==> src/rtl/mux4_rr_sel_pkg.sv <==
// Shared types and constants for the round-robin mux select generator.
package mux4_rr_sel_pkg;

    localparam int unsigned MUX_N = 4;
    localparam int unsigned SEL_W = 2;

    typedef enum logic {
        S_IDLE = 1'b0,
        S_HOLD = 1'b1
    } state_t;

    function automatic logic [MUX_N-1:0] sel_onehot(input logic [SEL_W-1:0] s);
        return MUX_N'(1) << s;
    endfunction

endpackage

==> src/rtl/mux4_rr_sel_rr_pick4.sv <==
// Rotating-priority picker: searches ptr+1, ptr+2, ptr+3, ptr and returns the first requester.
module rr_pick4
    import mux4_rr_sel_pkg::*;
(
    input  logic [MUX_N-1:0] req,
    input  logic [SEL_W-1:0] ptr,
    output logic [SEL_W-1:0] win,
    output logic             any
);

    logic [SEL_W-1:0] w_idx;

    always_comb begin
        win   = '0;
        any   = 1'b0;
        w_idx = '0;
        for (int i = 1; i <= int'(MUX_N); i++) begin
            w_idx = ptr + SEL_W'(i);
            if (!any && req[w_idx]) begin
                win = w_idx;
                any = 1'b1;
            end
        end
    end

endmodule

==> src/rtl/mux4_rr_sel.sv <==
// Round-robin select generator for a 4:1 mux: grants one requester at a time for a
// programmable dwell and drives registered sel / one-hot grant / valid / switch.
module mux4_rr_sel
    import mux4_rr_sel_pkg::*;
#(
    parameter int unsigned DWELL_W = 8
) (
    input  logic               clk,
    input  logic               rst,
    input  logic               en,
    input  logic [MUX_N-1:0]   req,
    input  logic [DWELL_W-1:0] dwell,
    output logic [SEL_W-1:0]   sel,
    output logic [MUX_N-1:0]   grant,
    output logic               valid,
    output logic               switch
);

    state_t             r_state;
    state_t             w_state_nxt;
    logic [DWELL_W-1:0] r_cnt;
    logic [DWELL_W-1:0] w_cnt_nxt;
    logic [SEL_W-1:0]   r_ptr;
    logic [SEL_W-1:0]   w_ptr_nxt;
    logic [SEL_W-1:0]   r_sel;
    logic [SEL_W-1:0]   w_sel_nxt;
    logic [MUX_N-1:0]   r_grant;
    logic [MUX_N-1:0]   w_grant_nxt;
    logic               r_valid;
    logic               w_valid_nxt;
    logic               r_switch;
    logic               w_switch_nxt;

    logic [SEL_W-1:0]   w_win;
    logic               w_any;
    logic               w_end;
    logic               w_load;

    rr_pick4 u_pick (
        .req (req),
        .ptr (r_ptr),
        .win (w_win),
        .any (w_any)
    );

    // Grant ends when the dwell is exhausted or the granted source lets go.
    assign w_end  = (r_cnt == '0) || !req[r_sel];
    assign w_load = en && w_any && ((r_state == S_IDLE) || w_end);

    always_ff @(posedge clk or posedge rst) begin
        if (rst) begin
            r_state <= S_IDLE;
        end else begin
            r_state <= w_state_nxt;
        end
    end

    always_comb begin
        w_state_nxt = r_state;
        case (r_state)
            S_IDLE:  if (en && w_any) w_state_nxt = S_HOLD;
            S_HOLD:  if (!en || (w_end && !w_any)) w_state_nxt = S_IDLE;
            default: w_state_nxt = S_IDLE;
        endcase
    end

    always_comb begin
        w_sel_nxt    = r_sel;
        w_ptr_nxt    = r_ptr;
        w_cnt_nxt    = r_cnt;
        w_grant_nxt  = r_grant;
        w_valid_nxt  = r_valid;
        w_switch_nxt = 1'b0;
        if (w_load) begin
            w_sel_nxt    = w_win;
            w_ptr_nxt    = w_win;
            w_grant_nxt  = sel_onehot(w_win);
            w_valid_nxt  = 1'b1;
            w_switch_nxt = 1'b1;
            w_cnt_nxt    = (dwell == '0) ? '0 : dwell - DWELL_W'(1);
        end else if ((r_state == S_IDLE) || !en || w_end) begin
            w_grant_nxt = '0;
            w_valid_nxt = 1'b0;
        end else begin
            w_cnt_nxt = r_cnt - DWELL_W'(1);
        end
    end

    always_ff @(posedge clk or posedge rst) begin
        if (rst) begin
            r_sel    <= '0;
            r_ptr    <= SEL_W'(MUX_N - 1);
            r_cnt    <= '0;
            r_grant  <= '0;
            r_valid  <= 1'b0;
            r_switch <= 1'b0;
        end else begin
            r_sel    <= w_sel_nxt;
            r_ptr    <= w_ptr_nxt;
            r_cnt    <= w_cnt_nxt;
            r_grant  <= w_grant_nxt;
            r_valid  <= w_valid_nxt;
            r_switch <= w_switch_nxt;
        end
    end

    assign sel    = r_sel;
    assign grant  = r_grant;
    assign valid  = r_valid;
    assign switch = r_switch;

endmodule
==> config.mk <==
export PLATFORM = sky130hd
export DESIGN_NAME = mux4_rr_sel
export DESIGN_NICKNAME = d
export VERILOG_FILES = /design/src/rtl/mux4_rr_sel_pkg.sv /design/src/rtl/mux4_rr_sel_rr_pick4.sv /design/src/rtl/mux4_rr_sel.sv
export SDC_FILE = /design/constraint.sdc
export NUM_CORES = 1
export LEC_CHECK = 0
export BUFFER_PORTS_ARGS = -buffer_cell sky130_fd_sc_hd__buf_2
export CAP_MARGIN = 20
export CORE_ASPECT_RATIO = 0.8
export CORE_MARGIN = 2
export CORE_UTILIZATION = 31
export DETAILED_ROUTE_END_ITERATION = 7
export MAX_ROUTING_LAYER = met4
export REMOVE_ABC_BUFFERS = 1
export SLEW_MARGIN = 20
export SYNTH_ARGS = -nofsm -noshare
export SYNTH_HDL_FRONTEND = slang
export SYNTH_SLANG_ARGS = --single-unit
export TNS_END_PERCENT = 20
==> constraint.sdc <==
create_clock -name clk -period 6.2 [get_ports clk]
set_clock_uncertainty 0.1 [all_clocks]
set_input_delay 1.24 -clock clk [delete_from_list [all_inputs] [get_ports clk]]
set_output_delay 1.24 -clock clk [all_outputs]
set_load 0.01 [all_outputs]
Word level (Yosys, flattened, before mapping)
Index checks and enable logic that the tools add are counted.

storage, ports and cells
  bits in registers = 19
  input bits = 15
  output and inout port bits = 8
  word-level logic and storage cells = 69

operators by class
  $add $sub $neg = 5
  order comparisons = 5
  eq/ne operators = 1
  shifts and indexed selects = 1
  multiplexer cells = 29
  bitwise logic cells = 1
  reductions and logical operators = 20

operators with widths
  cell                 number
  $mux 8               3
  $logic_not 8->1      2
  $sub 8x1->8 const B  2
  $lt 2x3->1 const B   5
  $mux 1               14
  $bmux 1 s2           5
  $mux 2               4
  $mux 4               2
  $logic_and 1x1->1    6
  $logic_not 1->1      6
  $logic_or 1x1->1     5
  $add 2x2->2 const B  2
  $shl 1x2->4 const A  1
  $add 2x1->2 const B  1
  $ne 2x2->1 const B   1
  $pmux 1 s2           1
  $reduce_bool 2->1    1
  $not 1->1            1

Logic depth before layout (Yosys ltp)
  depth after elaboration = 18
  gate-level depth with buffers = 6
  mapped depth without buffers = 6

Hierarchy
Synthesis repeated with hierarchy kept, for this count alone.

second synthesis, totals
  cell total of the unflattened synthesis = 138
  area, all modules = 1268.7 µm²

modules (own cells, without submodules)
  module       instances  cells an instance  area each (µm²)  sequential area each (µm²)
  mux4_rr_sel  1          124                1177.4           478.0
  rr_pick4     1          14                 91.3             0.0

Least setup slack after synthesis
OpenSTA, ideal clock, no wires.

  kind = in2reg
  start point = input port req[2]
  end point = register r_cnt[3]
  setup time = 0.144 ns
  arrival = 2.242 ns
  data required time = 5.956 ns
  path slack = 3.715 ns
  stages = 5
  buffers on the path = 1
  cell sequence = o41ai_4 > buf_2 > a221oi_1 > o21ai_0 > o221ai_1

on the way
  cells in the longest elaborated chain, start to end = 15
  elaborated cells between the ends (all ways) = 28
  classes of those cells = 1 x eq/ne; 15 x mux; 12 x reduce/logical

ends and longest elaborated chain
  what                                                          RTL line                    source
  from (decl)                                                   mux4_rr_sel.sv:11           input logic [MUX_N-1:0] req,
  $bmux 1 s2                                                    mux4_rr_sel_rr_pick4.sv:19  if (!any && req[w_idx]) begin
  $mux 1 (implied by the code)                                  mux4_rr_sel_rr_pick4.sv:19
  $mux 1                                                        mux4_rr_sel_rr_pick4.sv:19
  $logic_not 1->1                                               mux4_rr_sel_rr_pick4.sv:19
  $logic_and 1x1->1                                             mux4_rr_sel_rr_pick4.sv:19
  $mux 1                                                        mux4_rr_sel_rr_pick4.sv:19
  $logic_not 1->1                                               mux4_rr_sel_rr_pick4.sv:19
  $logic_and 1x1->1                                             mux4_rr_sel_rr_pick4.sv:19
  $mux 1                                                        mux4_rr_sel_rr_pick4.sv:19
  $logic_not 1->1                                               mux4_rr_sel_rr_pick4.sv:19
  $logic_and 1x1->1                                             mux4_rr_sel_rr_pick4.sv:19
  $mux 1                                                        mux4_rr_sel_rr_pick4.sv:19
  $logic_and 1x1->1 (2 in a row)                                mux4_rr_sel.sv:48           assign w_load = en && w_any && ((r_state == S_IDLE) || w_end);
  $ne 2x2->1 (no source line) / $mux 8 (equally long branches)  n/a
  to (signal assigned)                                          mux4_rr_sel.sv:100          r_cnt <= w_cnt_nxt;
  to (decl)                                                     mux4_rr_sel.sv:21           logic [DWELL_W-1:0] r_cnt;

Several ways; a longest one is shown, not always the timed one. The select of a mux whose other input is x is not followed.
A chain may end at the register's enable or synchronous reset.

Final worst setup path
  start point = input port req[2]
  end point = register r_cnt[2]

The elaborated chain is that of the path after synthesis.

==> impl_metrics.py <==
metrics = {
    "setup_path": {
        "arrival_ns": 2.87,
        "worstPathCellList": "buf_2 > o41ai_4 > inv_2 > nand3b_1 > nor3_1 > a221o_1",
        "worst_path_largest_cell_delay_ns": 0.87,
        "crit_path_max_fanout": 15,
        "slowest_cell_on_the_critical_path": "o41ai_4",
        "delay_heaviest_family_cp": "compound AO/OA/AOI/OAI gates",
        "timing.critical_path.required_ns": 6.25,
        "worstSetupStartpointType": "input port",
        "critical_path_buf_inv_count": 2,
        "cp-end-kind": "flip-flop",
        "worst-setup-path-type": "in -> reg",
    },
    "cells_and_area": {
        "syn_to_final_growth_pct": 17.3,
        "finish.cell_count_without_fillers": 211,
        "seqCellArea_um2": 478,
        "num-nets-final": 175,
        "utilization_pct": 38.9,
        "finalInstanceArea_um2": 1510,
        "fillers": 401,
        "multiInputGateArea_um2": 771,
        "antenna_cells_inserted": 0,
        "layout.cells.most_common": "buf_2",
        "layout-drive-gt1-share_pct": 25.0,
        "commonest_non_fill_non_tap_cells_in_the_layout": "buf_2 (22), dfrtp_1 (17), nand2_1 (13)",
    },
    "floorplanning": {
        "core_area_um2": 3880,
        "die_area_um2": 4690,
        "ports": 23,
        "initial_core_utilization_pct": 33.2,
        "die_width_um": 76.1,
        "floorplan.die.height_um": 61.6,
        "cell_rows": 20,
    },
    "route": {
        "route.final.wire_length_um": 3080,
        "route.detailed.wl_per_inst_um": 14.6,
        "ant_nets": 0,
        "vias": 1139,
        "drt-pass1-iter-count": 4,
        "dr.first_iter.drc_count": 85,
        "drc": 0,
        "number_of_vias_per_cell_after_detailed_routing": 5.40,
    },
    "global_route": {
        "grt_first_pass_wirelength_um": 5240,
        "grt-ovfl-total": 0,
        "initial_antenna_violation_count": 0,
        "via_count_of_the_first_global_routing_pass": 1095,
        "grt_max_degree": 20,
        "groute.usage.overall_pct": 14.7,
    },
    "clocking": {
        "clock_tree_from_tritoncts": "done",
        "postCtsSetupBuffers": 0,
        "post_cts.resized_instances": 0,
        "cts.sink_count": 19,
        "post_cts_hold_buffer_count": 0,
        "cts.reportedPaths.clkPinSlew_ns": 0.07,
        "cts-root-to-sink-buffers": 2,
        "root_buffer": "clkbuf_8",
        "cts_buffers": 3,
        "clkLatencyLatePin_ns": 0.26,
        "h-tree-depth": 1,
    },
    "timing": {
        "final_max_slew_viol_count": 0,
        "timing.final.crit_share_pct": 45.6,
        "timing.final.crit_period_ns": 2.82,
        "totalNegativeSetupSlack_ns": 0,
        "final-hold-violation-count": 0,
        "unrepaired_setup_endpoints_after_global_routing": "false",
        "setup_violations": 0,
        "tightestPinTransition_ns": 0.912,
        "slew-limit-headroom_pct": 39.0,
        "max_freq_mhz": 354,
    },
    "outcome": {
        "outcome": "complete, no violations",
    },
    "power": {
        "fin_total_pwr_uw": 571,
        "ir_worst_vdd_mv": 0.120,
        "power.density_cell_area_nw_per_um2": 378,
        "total_leakage_power_uw": 0.000643,
    },
    "place": {
        "gp_congestion": 0.841,
        "post_dp_hpwl_um": 2330,
        "dpl_cell_area_um2": 1460,
        "placement.io_buffers": 22,
        "post-place-cells": 207,
    },
    "synthesis": {
        "main_area_contributors_after_synthesis": "dfrtp_1 (33%), mux2i_1 (5.4%), dfstp_2 (4.1%)",
        "syn-instance-count": 131,
        "yosys_most_used_dff": "dfrtp_1",
        "post-synth-top-area-fraction_pct": 33.0,
        "synth-async-reset-ratio_pct": 100,
        "synth.yosys.warnings": 0,
        "edff_count_synth": 0,
        "yosysUniqueCellTypes": 47,
        "synth.avg_cell_area_um2": 9.83,
        "synth_largest_area_cell": "dfrtp_1",
        "syn-cell-area_um2": 1290,
        "synth_sequential_area_ratio_pct": 37.1,
        "ys_seq_elements": 19,
    },
    "job": {
        "cap_viol_max_count": 0,
    },
    "hold_path": {
        "hold_class": "reg -> reg",
    },
}
worst paths after layout:
path,from,endpoint,slack (ns),depth (start not counted)
hold reg to reg,valid$_DFFE_PP0P_,valid$_DFFE_PP0P_,0.43,1
setup reg to reg,r_cnt[0]$_DFFE_PP0P_,sel[1]$_DFFE_PP0P_,3.90,6
min in group asynchronous,rst,grant[1]$_DFFE_PP0P_,0.98,2
max in group asynchronous,rst,grant[0]$_DFFE_PP0P_,4.56,2
setup / recovery,req[2],r_cnt[2]$_DFFE_PP0P_,3.38,6
hold / removal,valid$_DFFE_PP0P_,valid$_DFFE_PP0P_,0.43,1
cell type report:
cell class / count / share of cell area [%]
sequential: 19 / 31.6
timing repair buffer: 22 / 7.29
clock buffer: 3 / 2.73
multi-input combinational: 102 / 51.0
tap: 55 / 4.56
inverter: 9 / 2.24
clock inverter: 1 / 0.497
per-stage QoR:
| stage | hold slack, ns | setup WS (ns) |
|---|---|---|
| 2_1_floorplan | 0.396 | 3.51 |
| 3_3_place_gp | 0.406 | 3.18 |
| 3_5_place_dp | 0.402 | 3.14 |
| 4_1_cts | 0.432 | 3.41 |
| 5_1_grt | 0.463 | 3.26 |
| 6_report | 0.426 | 3.38 |
cells in the mapped netlist, types with 3 or more instances:
cell      count
nor2_1        5
a21oi_1       5
nor3_1        8
ha_1          3
nand2b_1      6
o221ai_1      3
o21ai_0       4
dfrtp_1      17
nand2_1      13
nor3b_1       3
inv_1         8
or4_1         4
mux2i_1       7
registers in the layout (all words and copies together) (netlist names):
signal,cells
r_ptr,2
sel,2
valid,1
r_cnt,8
r_state,1
grant,4
switch,1
kinds of logic (layout without fill, tap and decap cells):
group           count (synthesis)  in the layout  share of synthesized area, %
mux                             9              9                          7.77
compound gates                 36             36                          23.8
xor+xnor                        4              4                          2.72
flops                          19             19                          37.1
simple gates                   50             50                          22.6
fa+ha+maj                       3              3                          2.92
buf+inv                        10             35                          3.01
where the power goes:
group | switching (uW) | leakage, uW | internal [uW]
clock | 44.5 | 0.0000217 | 45.4
combinational | 137 | 0.000388 | 112
sequential | 55.6 | 0.000234 | 177
total | 237 | 0.000643 | 334
metal layers:
metal	wire (um)	up-vias	track usage (%)
li1	-	556	-
met1	1440	547	19.0
met2	1460	34	24.7
met3	148	2	2.79
met4	22	0	2.86
met5	0	-	-
(Power assumes the default switching activity.)
